===== config.mk =====
export PLATFORM = sky130hd
export DESIGN_NAME = intr_ctrl_flat
export DESIGN_NICKNAME = d
export VERILOG_FILES = /design/src/rtl/intr_ctrl_if.sv /design/src/rtl/intr_ctrl.sv /design/src/flat_wrapper.sv
export SDC_FILE = /design/constraint.sdc
export NUM_CORES = 1
export LEC_CHECK = 0
export BUFFER_PORTS_ARGS = -buffer_cell sky130_fd_sc_hd__buf_2
export CAP_MARGIN = 15
export CORE_MARGIN = 3
export CORE_UTILIZATION = 45
export DETAILED_ROUTE_END_ITERATION = 10
export PLACE_DENSITY = 0.82
export REMOVE_ABC_BUFFERS = 1
export SLEW_MARGIN = 20
export SYNTH_ARGS = -nofsm -noshare
export SYNTH_HDL_FRONTEND = slang
export SYNTH_SLANG_ARGS = --single-unit

===== constraint.sdc =====
create_clock -name clk -period 1.55 [get_ports clk]
set_input_delay 0.2325 -clock clk [delete_from_list [all_inputs] [get_ports clk]]
set_output_delay 0.2325 -clock clk [all_outputs]
set_load 0.1 [all_outputs]

===== src/rtl/intr_ctrl_if.sv =====
// Bus between the PC control unit and the interrupt controller.
//   master : PC control unit side (drives instruction-boundary info,
//            receives intr / stack push / flag restore)
//   slave  : interrupt controller side
// Signals:
//   instr_done    instruction-boundary strobe
//   opcode/brx    opcode and sub-op of the completing instruction
//   pc_value      current PC
//   flags_in      {V,C,N,Z}
//   intr          one-cycle interrupt strobe
//   push_req      one-cycle stack push request
//   push_data     return address to push
//   flags_restore one-cycle strobe: load flags from saved_flags
//   saved_flags   flags captured at acceptance
interface intr_ctrl_if #(
  parameter int unsigned PC_WIDTH = 8
);
  logic                instr_done;
  logic [3:0]          opcode;
  logic [1:0]          brx;
  logic [PC_WIDTH-1:0] pc_value;
  logic [3:0]          flags_in;
  logic                intr;
  logic                push_req;
  logic [PC_WIDTH-1:0] push_data;
  logic                flags_restore;
  logic [3:0]          saved_flags;

  modport master (
    output instr_done, opcode, brx, pc_value, flags_in,
    input  intr, push_req, push_data, flags_restore, saved_flags
  );

  modport slave (
    input  instr_done, opcode, brx, pc_value, flags_in,
    output intr, push_req, push_data, flags_restore, saved_flags
  );
endinterface


===== src/rtl/intr_ctrl.sv =====
// Interrupt controller for the PC control unit.
// Synchronises an asynchronous request, latches it as pending, and raises
// intr for one cycle on a non-control-flow instruction boundary. After
// acceptance it requests a push of the return address, masks nesting
// until RTI, then strobes a flag restore.
// Ports:
//   clk, reset  clock; synchronous active-high reset
//   irq_in      asynchronous external interrupt request
//   ie          global interrupt enable (0 blocks acceptance, keeps pending)
//   bus         intr_ctrl_if.slave (PC control unit / stack handshake)
//   pending     request latched, not yet accepted
//   in_isr      handler active, nesting masked
module intr_ctrl #(
  parameter int unsigned PC_WIDTH    = 8,
  parameter int unsigned SYNC_STAGES = 2,
  parameter int unsigned EDGE_TRIG   = 1
) (
  input  logic        clk,
  input  logic        reset,
  input  logic        irq_in,
  input  logic        ie,
  intr_ctrl_if.slave  bus,
  output logic        pending,
  output logic        in_isr
);

  typedef enum logic [1:0] {
    IDLE,
    ARMED,
    SAVE,
    ISR
  } state_t;

  state_t                  state;
  logic [SYNC_STAGES-1:0]  sync_q;
  logic                    irq_prev;
  logic                    push_req_q;
  logic [PC_WIDTH-1:0]     push_data_q;
  logic [3:0]              saved_flags_q;

  logic irq_s;
  logic set_req;
  logic is_cf;
  logic is_rti;
  logic accept;
  logic isr_exit;

  assign irq_s   = sync_q[SYNC_STAGES-1];
  assign set_req = (EDGE_TRIG != 0) ? (irq_s & ~irq_prev) : irq_s;

  // Branch, jump and RET boundaries must not be overridden by an interrupt.
  assign is_cf  = (bus.opcode == 4'd9) | (bus.opcode == 4'd10) | (bus.opcode == 4'd11);
  assign is_rti = (bus.opcode == 4'd11) & (bus.brx == 2'd3);

  assign accept   = (state == ARMED) & bus.instr_done & ~is_cf;
  assign isr_exit = (state == ISR) & bus.instr_done & is_rti;

  assign bus.intr          = accept;
  assign bus.flags_restore = isr_exit;
  assign bus.push_req      = push_req_q;
  assign bus.push_data     = push_data_q;
  assign bus.saved_flags   = saved_flags_q;

  always_ff @(posedge clk) begin
    if (reset) begin
      state         <= IDLE;
      sync_q        <= '0;
      irq_prev      <= 1'b0;
      pending       <= 1'b0;
      push_req_q    <= 1'b0;
      in_isr        <= 1'b0;
      push_data_q   <= '0;
      saved_flags_q <= '0;
    end else begin
      sync_q   <= {sync_q[SYNC_STAGES-2:0], irq_in};
      irq_prev <= irq_s;
      // A fresh request landing on the accept cycle survives the clear.
      pending    <= (pending & ~accept) | set_req;
      push_req_q <= accept;
      if (accept) begin
        push_data_q   <= bus.pc_value + PC_WIDTH'(1);
        saved_flags_q <= bus.flags_in;
      end
      case (state)
        IDLE: begin
          if (pending & ie) state <= ARMED;
        end
        ARMED: begin
          if (accept)   state <= SAVE;
          else if (!ie) state <= IDLE;
        end
        SAVE: begin
          state  <= ISR;
          in_isr <= 1'b1;
        end
        ISR: begin
          if (isr_exit) begin
            state  <= IDLE;
            in_isr <= 1'b0;
          end
        end
        default: state <= IDLE;
      endcase
    end
  end

endmodule


===== src/flat_wrapper.sv =====
// flat-port wrapper written by rule: the top's interface ports become plain ports
module intr_ctrl_flat 
#(
  parameter int unsigned PC_WIDTH    = 8,
  parameter int unsigned SYNC_STAGES = 2,
  parameter int unsigned EDGE_TRIG   = 1
)
  (clk, reset, irq_in, ie, pending, in_isr, bus_instr_done, bus_opcode, bus_brx, bus_pc_value, bus_flags_in, bus_intr, bus_push_req, bus_push_data, bus_flags_restore, bus_saved_flags);
  intr_ctrl_if #(.PC_WIDTH(PC_WIDTH)) bus_i ();
  input  logic clk;
  input  logic reset;
  input  logic irq_in;
  input  logic ie;
  output logic pending;
  output logic in_isr;
  input wire logic [$bits(bus_i.instr_done)-1:0] bus_instr_done;
  input wire logic [$bits(bus_i.opcode)-1:0] bus_opcode;
  input wire logic [$bits(bus_i.brx)-1:0] bus_brx;
  input wire logic [$bits(bus_i.pc_value)-1:0] bus_pc_value;
  input wire logic [$bits(bus_i.flags_in)-1:0] bus_flags_in;
  output wire logic [$bits(bus_i.intr)-1:0] bus_intr;
  output wire logic [$bits(bus_i.push_req)-1:0] bus_push_req;
  output wire logic [$bits(bus_i.push_data)-1:0] bus_push_data;
  output wire logic [$bits(bus_i.flags_restore)-1:0] bus_flags_restore;
  output wire logic [$bits(bus_i.saved_flags)-1:0] bus_saved_flags;
  assign bus_i.instr_done = bus_instr_done;
  assign bus_i.opcode = bus_opcode;
  assign bus_i.brx = bus_brx;
  assign bus_i.pc_value = bus_pc_value;
  assign bus_i.flags_in = bus_flags_in;
  assign bus_intr = bus_i.intr;
  assign bus_push_req = bus_i.push_req;
  assign bus_push_data = bus_i.push_data;
  assign bus_flags_restore = bus_i.flags_restore;
  assign bus_saved_flags = bus_i.saved_flags;
  intr_ctrl #(.PC_WIDTH(PC_WIDTH), .SYNC_STAGES(SYNC_STAGES), .EDGE_TRIG(EDGE_TRIG)) u_core (.clk(clk), .reset(reset), .irq_in(irq_in), .ie(ie), .bus(bus_i), .pending(pending), .in_isr(in_isr));
endmodule

==> run_results.csv, run 1 <==
group,metric,value,unit
place,dpl_cell_area,1116,sq um
clock_network,clockBufferDepth,2,
critical_path,slowest_delay,0.37,ns
pwr,power_switching,0.2761,mW
timing,fin_crit,1.505,ns
critical_path,cp-end-kind,"output pin",
route,first_iter_violations,9,
critical_path,cp.arrival,1.27,ns
synth,yosysMostFrequentCell,"dfxtp_1",
finish,multi_input_area,442.9,sq um
pwr,vdd_drop_max,0.0004514,V
place,place_inst,150,
timing,finalClockSkew,0.001288,ns
global_route,grt_pass1_wl,3111,microns
route,routedWlPerCell,12.76,microns
finish,final_area,1180,sq um
route,via_count,781,
pwr,intPower,0.6707,mW
route,drc,0,
clock_network,root_buffer,"clkbuf_4",
place,io_buffers,39,
critical_path,crit_path_max_fanout,4,
synth,yosys.area.top_type_share,45.78,%
floorplanning,start_util,49.05,%
timing,hold_violations,0,
floorplanning,fp.dieH,50.09,microns
synth,async_flop_share,0,%
timing,fmax,664.6,MHz
clock_network,htreeDepth,1,
timing,slew_viol_final,0,
synth,synth.distinct_cells,25,
timing,worst_pin_slew,0.4918,ns
synth,ys_top_cells_by_area,"dfxtp_1, a211oi_2, nand2_1, a21oi_1, xor2_1",
floorplanning,num_rows,15,
pwr,clkPwrFrac,24.8,%
clock_network,cts-buffers-inserted,3,
timing,finalSetupViolations,0,
finish,area.sequential,405.4,sq um
synth,avgSynthCellArea,9.939,sq um
timing,worst_slack,0.04541,ns
timing,relSlewSlack,67.44,%
global_route,grt_pass1_vias,730,
pwr,switching_share,29.16,%
clock_network,clock_latency,0.29,ns
finish,finalNetCount,157,
synth,synth_area,874.6,sq um
floorplanning,die_width,50.09,microns
place,dp_slack,0.1711,ns
clock_network,clkTransAtPathRegs,0.10,ns
global_route,grt_overflow_total,0,
finish,num_antenna_cells,0,
synth,synth_top_cell_by_area,"dfxtp_1",
clock_network,cts_tree,"yes",
pwr,power,0.9469,mW
finish,instances_no_fill,156,
hold_path,hp-class,"input port to register",
timing,period_share,97.07,%
finish,area_growth,34.91,%
synth,ys_seq_area_share,45.78,%
route,viasPerCell,5.006,
synth,yosys_warnings,0,
synth,ys.flop_type,"dfxtp_1",
synth,synth_top_cells_by_count,"dfxtp_1, nand2_1, nor2_1",
critical_path,startpoint_type,"register",
timing,hold_ws,0.1476,ns
run,maxCapViolations,0,
status,status,"finished, final reports clean",
global_route,grtUsageTotal,16.07,%
pwr,leakage,0.5099,nW
critical_path,path_cells,"clkinv_4 > nor4_4 > buf_4 > buf_12",
place,dp_hpwl,1435,microns
pwr,power_density,802.5,nW/um^2
floorplanning,ios,40,
synth,synth_edf_count,0,
route,drtAntennaViolNets,0,
timing,rsz0062_at_grt,"true",
critical_path,crit_type,"register to output pin",
global_route,antenna_found_initial,0,
route,drt-pass1-iter-count,4,
floorplanning,die_area,2509,sq um
synth,syn_inst,88,
pwr,p_seq_share,56.3,%
critical_path,crit_slowest_cell,"dfxtp_2",
global_route,grt_max_degree,22,
route,wl,1991,microns
finish,drive_above_1_share,48.09,%
synth,ys_ff_latch,20,
clock_network,cts_sinks,20,
floorplanning,core_area,1783,sq um
clock_network,cts_hold_buffers,0,
critical_path,cp.required,1.32,ns
pwr,combPwrFrac,18.9,%
finish,fillerInstances,143,
place,globalplace.congestion,0.6964,
==> cells in the final DEF, fill, tap and decap left out, types with 2 or more instances in the layout <==
cell and n:
a211oi_2 7, a21oi_1 7, and3_1 3, buf_12 2
buf_2 37, buf_4 4, clkbuf_4 3, clkinv_4 2
dfxtp_1 18, nand2_1 11, nand3_1 4, nor2_1 9
nor2b_1 4, xnor2_1 2, xor2_1 4
==> cell families (layout without fill, tap and decap cells) <==
family / count (synthesis) / after routing / synth area share [%]
AND/OR/NAND/NOR: 36 / 36 / 21.03
flip-flops: 20 / 20 / 45.78
AO/OA/AOI/OAI: 19 / 19 / 21.17
XOR/XNOR: 6 / 6 / 6.009
buffers and inverters: 6 / 49 / 4.578
adder cells (fa/ha/maj): 1 / 1 / 1.430
==> through the flow <==
step | TNS, ns | util (%)
floorplan | -3.480 | -
global placement | 0 | 62.60
detailed placement | 0 | 62.60
CTS | 0 | 64.84
global route | -0.03891 | 66.18
finish | 0 | 66.18
==> worst max-delay path, delay by kind of cell (launching register included) <==
| family | cells | cell delay [ns] |
|---|---|---|
| buf+inv | 3 | 0.40 |
| flops | 1 | 0.37 |
| simple gates | 1 | 0.20 |
==> layout make-up <==
cell class | count | area share (%)
Sequential cell | 20 | 34.36
Timing Repair inverter | 1 | 0.4242
Timing Repair Buffer | 43 | 21.63
Clock buffer | 3 | 1.909
Inverter | 2 | 1.485
Multi-Input combinational cell | 62 | 37.54
Tap cell | 25 | 2.651
==> worst paths after layout <==
kind,from,to,slack [ns],depth (start not counted)
max,register,bus_flags_restore,0.05,4
min,irq_in,u_core.sync_q[0],0.15,2
max reg2reg,u_core.state[0],u_core.state[0],0.33,5
min reg2reg,u_core.sync_q[0],u_core.sync_q[1],0.46,1
==> power groups by stage <==
stage	logic, mW	clock network [mW]	registers (mW)
final	0.179	0.235	0.533
after global routing	0.192	0.258	0.535
after CTS	0.177	0.236	0.533
after detailed placement	0.176	0	0.546
after global placement	0.173	0	0.545
after floorplan	0.0516	0	0.606
==> per-layer routing <==
metal,share of wire [%],vias up,track usage [%]
met5,0,-,0
met3,4.3,4,1.511
met1,41,356,18.62
met4,1.5,0,9.217
li1,-,394,-
met2,53,27,28.26
==> state kept, by name (all words and copies together), names as in the netlist, named ones only <==
name	count
u_core.bus.push_data	8
u_core.bus.saved_flags	4
u_core.sync_q	2
u_core.bus.push_req	1
u_core.in_isr	1
u_core.irq_prev	1
u_core.pending	1
u_core.state	1
==> timing repair <==
| item | CTS | global route |
|---|---|---|
| setup endpoints to repair | 2 | 2 |
| pin swaps | 1 | 1 |
| setup buffers | 1 | 1 |
| gates resized for setup | 5 | 3 |
| gates cloned | 0 | 1 |
No activity file was read; power rests on OpenSTA's default activity.
==> inputs of run 2 (changes only) <==
--- a/config.mk
+++ b/config.mk
@@ -5,12 +5,14 @@
 export SDC_FILE = /design/constraint.sdc
 export NUM_CORES = 1
 export LEC_CHECK = 0
+export ABC_AREA = 1
 export BUFFER_PORTS_ARGS = -buffer_cell sky130_fd_sc_hd__buf_2
 export CAP_MARGIN = 15
 export CORE_MARGIN = 3
-export CORE_UTILIZATION = 45
+export CORE_UTILIZATION = 48
+export CTS_BUF_LIST = sky130_fd_sc_hd__clkbuf_8
 export DETAILED_ROUTE_END_ITERATION = 10
-export PLACE_DENSITY = 0.82
+export PLACE_DENSITY = 0.85
 export REMOVE_ABC_BUFFERS = 1
 export SLEW_MARGIN = 20
 export SYNTH_ARGS = -nofsm -noshare
==> run_results.csv, run 2 <==
group,metric,value,unit
status,status,"finished, final reports clean",
synth,yosysMostFrequentCell,"nand2_1",
synth,ys_ff_latch,20,
route,wl,1982,microns
place,dp_slack,0.3100,ns
floorplanning,fp.dieH,50.39,microns
run,maxCapViolations,0,
synth,synth_area,945.9,sq um
route,drtAntennaViolNets,0,
timing,period_share,94.29,%
finish,area_growth,28.70,%
floorplanning,ios,40,
synth,ys_top_cells_by_area,"dfxtp_1, nand2_1, nor2_1, inv_1, o21ai_0",
clock_network,cts_sinks,20,
global_route,grt_pass1_wl,3318,microns
finish,drive_above_1_share,28.57,%
critical_path,startpoint_type,"register",
synth,synth_top_cells_by_count,"nand2_1, nor2_1, dfxtp_1, inv_1, o21ai_0",
clock_network,cts-buffers-inserted,3,
synth,syn_inst,136,
place,dpl_cell_area,1174,sq um
clock_network,cts_setup_buffers,0,
timing,worst_pin_slew,0.4884,ns
timing,slew_viol_final,0,
finish,final_area,1217,sq um
floorplanning,num_rows,15,
global_route,grtUsageTotal,16.75,%
clock_network,clkTransAtPathRegs,0.06,ns
place,io_buffers,39,
synth,yosys_warnings,0,
global_route,grt_max_degree,15,
timing,finalSetupViolations,0,
timing,fin_crit,1.462,ns
timing,hold_violations,0,
timing,finalClockSkew,0.003462,ns
floorplanning,core_area,1802,sq um
global_route,grt_overflow_total,0,
critical_path,cp.arrival,1.23,ns
finish,final_common_cell,"buf_2",
route,via_count,940,
synth,synth_edf_count,0,
floorplanning,die_width,50.39,microns
critical_path,crit_type,"register to output pin",
place,dp_hpwl,1598,microns
clock_network,cts_tree,"yes",
timing,tns,0,ns
pwr,leakage,0.6405,nW
route,drc,0,
timing,rsz0062_at_grt,"false",
finish,fillerInstances,171,
critical_path,cp.required,1.32,ns
finish,final_cell_mix,"buf_2, nand2_1, nor2_1",
finish,multi_input_area,424.2,sq um
clock_network,htreeDepth,1,
clock_network,root_buffer,"clkbuf_8",
synth,ys.flop_type,"dfxtp_1",
route,first_iter_violations,13,
pwr,vdd_drop_max,0.0004777,V
synth,synth_top_cell_by_area,"dfxtp_1",
place,globalplace.congestion,0.7634,
clock_network,clockBufferDepth,2,
timing,relSlewSlack,67.66,%
clock_network,clock_latency,0.25,ns
finish,area.sequential,400.4,sq um
floorplanning,die_area,2539,sq um
global_route,grt_pass1_vias,878,
critical_path,cp-end-kind,"output pin",
critical_path,crit_path_max_fanout,5,
route,routedWlPerCell,9.910,microns
finish,num_antenna_cells,0,
synth,ys_seq_area_share,42.33,%
timing,fmax,684.2,MHz
floorplanning,start_util,52.50,%
finish,largest_reg_flops,8,
synth,synth.distinct_cells,21,
hold_path,hp-class,"input port to register",
synth,async_flop_share,0,%
synth,yosys.area.top_type_share,42.33,%
pwr,power_density,928.6,nW/um^2
synth,avgSynthCellArea,6.955,sq um
global_route,antenna_found_initial,0,
route,viasPerCell,4.700,
finish,finalNetCount,201,
timing,worst_slack,0.08848,ns
route,drt-pass1-iter-count,4,
run 2: repair_timing:
action,4_1_cts,5_1_grt
setup endpoints to repair,0,1
hold buffers,0,0
hold endpoints to repair,0,0
gates resized for setup,0,1
run 2: final timing paths:
check,start,to,slack (ns),depth (start not counted)
worst max-delay path,register,bus_flags_restore,0.09,5
worst min-delay path,irq_in,u_core.sync_q[0],0.18,3
worst max register to register,u_core.state[0],u_core.bus.push_data[6],0.37,7
worst min register to register,u_core.sync_q[0],u_core.sync_q[1],0.41,2
run 2: per-stage QoR:
step | hold slack (ns) | instances | total power [mW] | util (%)
final | 0.1846 | 200 | 1.131 | 67.57
after global placement | 0.3906 | 197 | 0.8117 | 65.14
after global routing | 0.2004 | 200 | 1.181 | 67.57
after detailed placement | 0.4049 | 197 | 0.8204 | 65.14
after CTS | 0.1836 | 200 | 1.137 | 67.43
after floorplan | 0.2949 | 132 | 0.7464 | -
run 2: where the power goes:
part           switching (mW)  leakage [nW]  total (mW)  internal [mW]
sequential             0.0114         0.163       0.547          0.536
combinational           0.195         0.456       0.262         0.0666
clock                   0.150        0.0216       0.322          0.173
run 2: cell families (layout without fill, tap and decap cells):
group	Yosys count	count (layout)	synth area share, %
and+or+nand+nor	71	71	32.41
adders and majority gates	1	1	1.323
xor gates and xnor gates	3	3	2.778
buffers and inverters	26	65	12.83
AOI/OAI and AO/OA	15	15	8.334
DFF	20	20	42.33
run 2: layout make-up:
class                      instances  area share (%)
tap                               25           2.569
sequential                        20           32.89
inverter                          22           7.194
timing repair buffer              40           19.12
clock buffer                       3           3.392
multi-input combinational         90           34.84
run 2: layer usage:
metal	global-route usage (%)	up-vias	share of wire [%]
met4	6.726	0	1.5
met5	0	-	0
met2	32.61	21	54
met1	17.28	426	40
met3	2.967	4	4.3
li1	-	489	-
run 2: worst max-delay path, stage by stage (launching register included):
cell	delay [ns]
dfxtp_1	0.44
nand2_1	0.08
nor2_1	0.10
nand2_1	0.09
inv_1	0.10
buf_12	0.18
==> inputs of run 3 (changes only) <==
--- a/config.mk
+++ b/config.mk
@@ -8,11 +8,13 @@
 export ABC_AREA = 1
 export BUFFER_PORTS_ARGS = -buffer_cell sky130_fd_sc_hd__buf_2
 export CAP_MARGIN = 15
+export CELL_PAD_IN_SITES_DETAIL_PLACEMENT = 1
+export CELL_PAD_IN_SITES_GLOBAL_PLACEMENT = 1
 export CORE_MARGIN = 3
-export CORE_UTILIZATION = 48
-export CTS_BUF_LIST = sky130_fd_sc_hd__clkbuf_8
+export CORE_UTILIZATION = 31
 export DETAILED_ROUTE_END_ITERATION = 10
-export PLACE_DENSITY = 0.85
+export MAX_ROUTING_LAYER = met4
+export PLACE_DENSITY = 0.82
 export REMOVE_ABC_BUFFERS = 1
 export SLEW_MARGIN = 20
 export SYNTH_ARGS = -nofsm -noshare
==> run_results.csv, run 3 (synthesis gave the netlist of run 2 again) <==
group,metric,value,unit
clock_network,cts_sinks,20,
global_route,grt_pass1_vias,934,
floorplanning,core_area,2829,sq um
floorplanning,ios,40,
critical_path,r2r_cells,7,
route,wl_met3,128,microns
finish,finalNetCount,202,
global_route,grtUsageTotal,13.58,%
clock_network,cts_tree,"yes",
global_route,grt_max_degree,15,
finish,final_cell_mix,"buf_2, nand2_1, nor2_1",
clock_network,clockBufferDepth,2,
finish,final_common_cell,"buf_2",
place,place_inst,204,
timing,fin_crit,1.451,ns
floorplanning,die_width,61.24,microns
finish,area_growth,31.08,%
route,drtAntennaViolNets,0,
place,dp_hpwl,1937,microns
place,globalplace.congestion,0.7404,
pwr,leakage,0.6490,nW
floorplanning,die_area,3750,sq um
route,routedWlPerCell,11.32,microns
timing,finalSetupViolations,0,
critical_path,path_cells,"nand2_1 > nor2_1 > nand2_1 > inv_1 > buf_12",
critical_path,startpoint_type,"register",
critical_path,crit_family,"flip-flops",
critical_path,reg2reg_from,"u_core.state[0]",
timing,hold_ws,0.1430,ns
route,route.met2.wl,1258,microns
finish,drive_above_1_share,30.51,%
critical_path,critPathCapture,"bus_flags_restore",
global_route,antenna_found_initial,0,
finish,multi_input_area,424.2,sq um
route,first_iter_violations,13,
place,io_buffers,39,
clock_network,clock_latency,0.29,ns
critical_path,r2r_end,"u_core.bus.push_data[6]",
critical_path,cp_num_buf_inv,2,
finish,num_antenna_cells,0,
timing,hold_violations,0,
route,wl_met1,945,microns
global_route,grt_overflow_total,0,
finish,area.sequential,405.4,sq um
timing,period_share,93.64,%
pwr,power,1.104,mW
status,status,"finished, final reports clean",
critical_path,reg2reg_setup_slack,0.34,ns
floorplanning,num_rows,19,
clock_network,cts_hold_buffers,0,
floorplanning,start_util,33.44,%
run,maxCapViolations,0,
timing,worst_pin_slew,0.4899,ns
critical_path,cp.depth,5,
critical_path,crit_slowest_cell,"dfxtp_4",
critical_path,cp_common_cell,"nand2_1",
pwr,power_density,890.6,nW/um^2
timing,relSlewSlack,67.56,%
timing,finalClockSkew,0.002662,ns
global_route,grt_pass1_wl,3767,microns
hold_path,hp-class,"input port to register",
route,drc,0,
floorplanning,fp.dieH,61.24,microns
timing,fmax,689.0,MHz
clock_network,cts-buffers-inserted,3,
finish,fillerInstances,379,
route,via_count,967,
critical_path,crit_type,"register to output pin",
timing,slew_viol_final,0,
critical_path,cp-end-kind,"output pin",
finish,final_util,43.83,%
clock_network,root_buffer,"clkbuf_4",
clock_network,htreeDepth,1,
clock_network,clkTransAtPathRegs,0.11,ns
route,drt-pass1-iter-count,4,
route,wl,2354,microns
critical_path,cp.required,1.32,ns
pwr,vdd_drop_max,0.0005296,V
critical_path,crit_path_max_fanout,5,
finish,largest_reg_flops,8,
finish,instances_no_fill,208,
route,viasPerCell,4.649,
critical_path,slowest_delay,0.39,ns
route,routed.top_layer,"met4",
critical_path,cp.arrival,1.22,ns
[run 3: metal layers]
metal | GRT usage, % | vias up
li1 | - | 494
met2 | 25.38 | 27
met4 | 3.715 | 0
met5 | - | -
met1 | 14.80 | 442
met3 | 1.887 | 4
[run 3: worst min path at each step]
stage | startpoint | endpoint | slack [ns] | cells past startpoint
floorplan | reset | u_core.bus.push_data[4] | 0.29 | 1
global placement | u_core.sync_q[0] | u_core.sync_q[1] | 0.40 | 2
detailed placement | u_core.sync_q[0] | u_core.sync_q[1] | 0.41 | 2
CTS | irq_in | u_core.sync_q[0] | 0.14 | 3
global route | irq_in | u_core.sync_q[0] | 0.13 | 3
finish | irq_in | u_core.sync_q[0] | 0.14 | 3
[run 3: final cells by class]
type	count	share of cell area [%]
Timing Repair Buffer	41	19.37
Clock buffer	4	2.926
Inverter	22	7.669
Multi-Input combinational cell	90	34.21
Sequential cell	20	32.69
Tap cell	31	3.128
[run 3: power by group]
group	leakage [nW]	internal [mW]	switching, mW
Sequential	0.164	0.535	0.0123
Combinational	0.464	0.0691	0.198
Clock	0.0210	0.143	0.147
Total	0.649	0.747	0.358
[run 3: per-stage QoR]
stage	cell area (sq um)	setup TNS [ns]	setup slack [ns]
after floorplan	909.6	0	0.08586
after global placement	1189	0	0.3415
after detailed placement	1189	0	0.3144
after CTS	1229	0	0.004943
after global routing	1240	-0.02331	-0.02331
final	1240	0	0.09858
[run 3: timing repair]
action                                  in CTS  in global routing
gates cloned                                 0                  0
gates resized for setup                      2                  4
setup buffers                                0                  0
endpoints found under the hold margin        0                  0
endpoints found under the setup margin       2                  2
pin swaps                                    0                  0
[run 3: worst min-delay path, delay by kind of cell]
family | cells | cell delay, ns
buffers and inverters | 2 | 0.13
AND/OR/NAND/NOR | 1 | 0.03
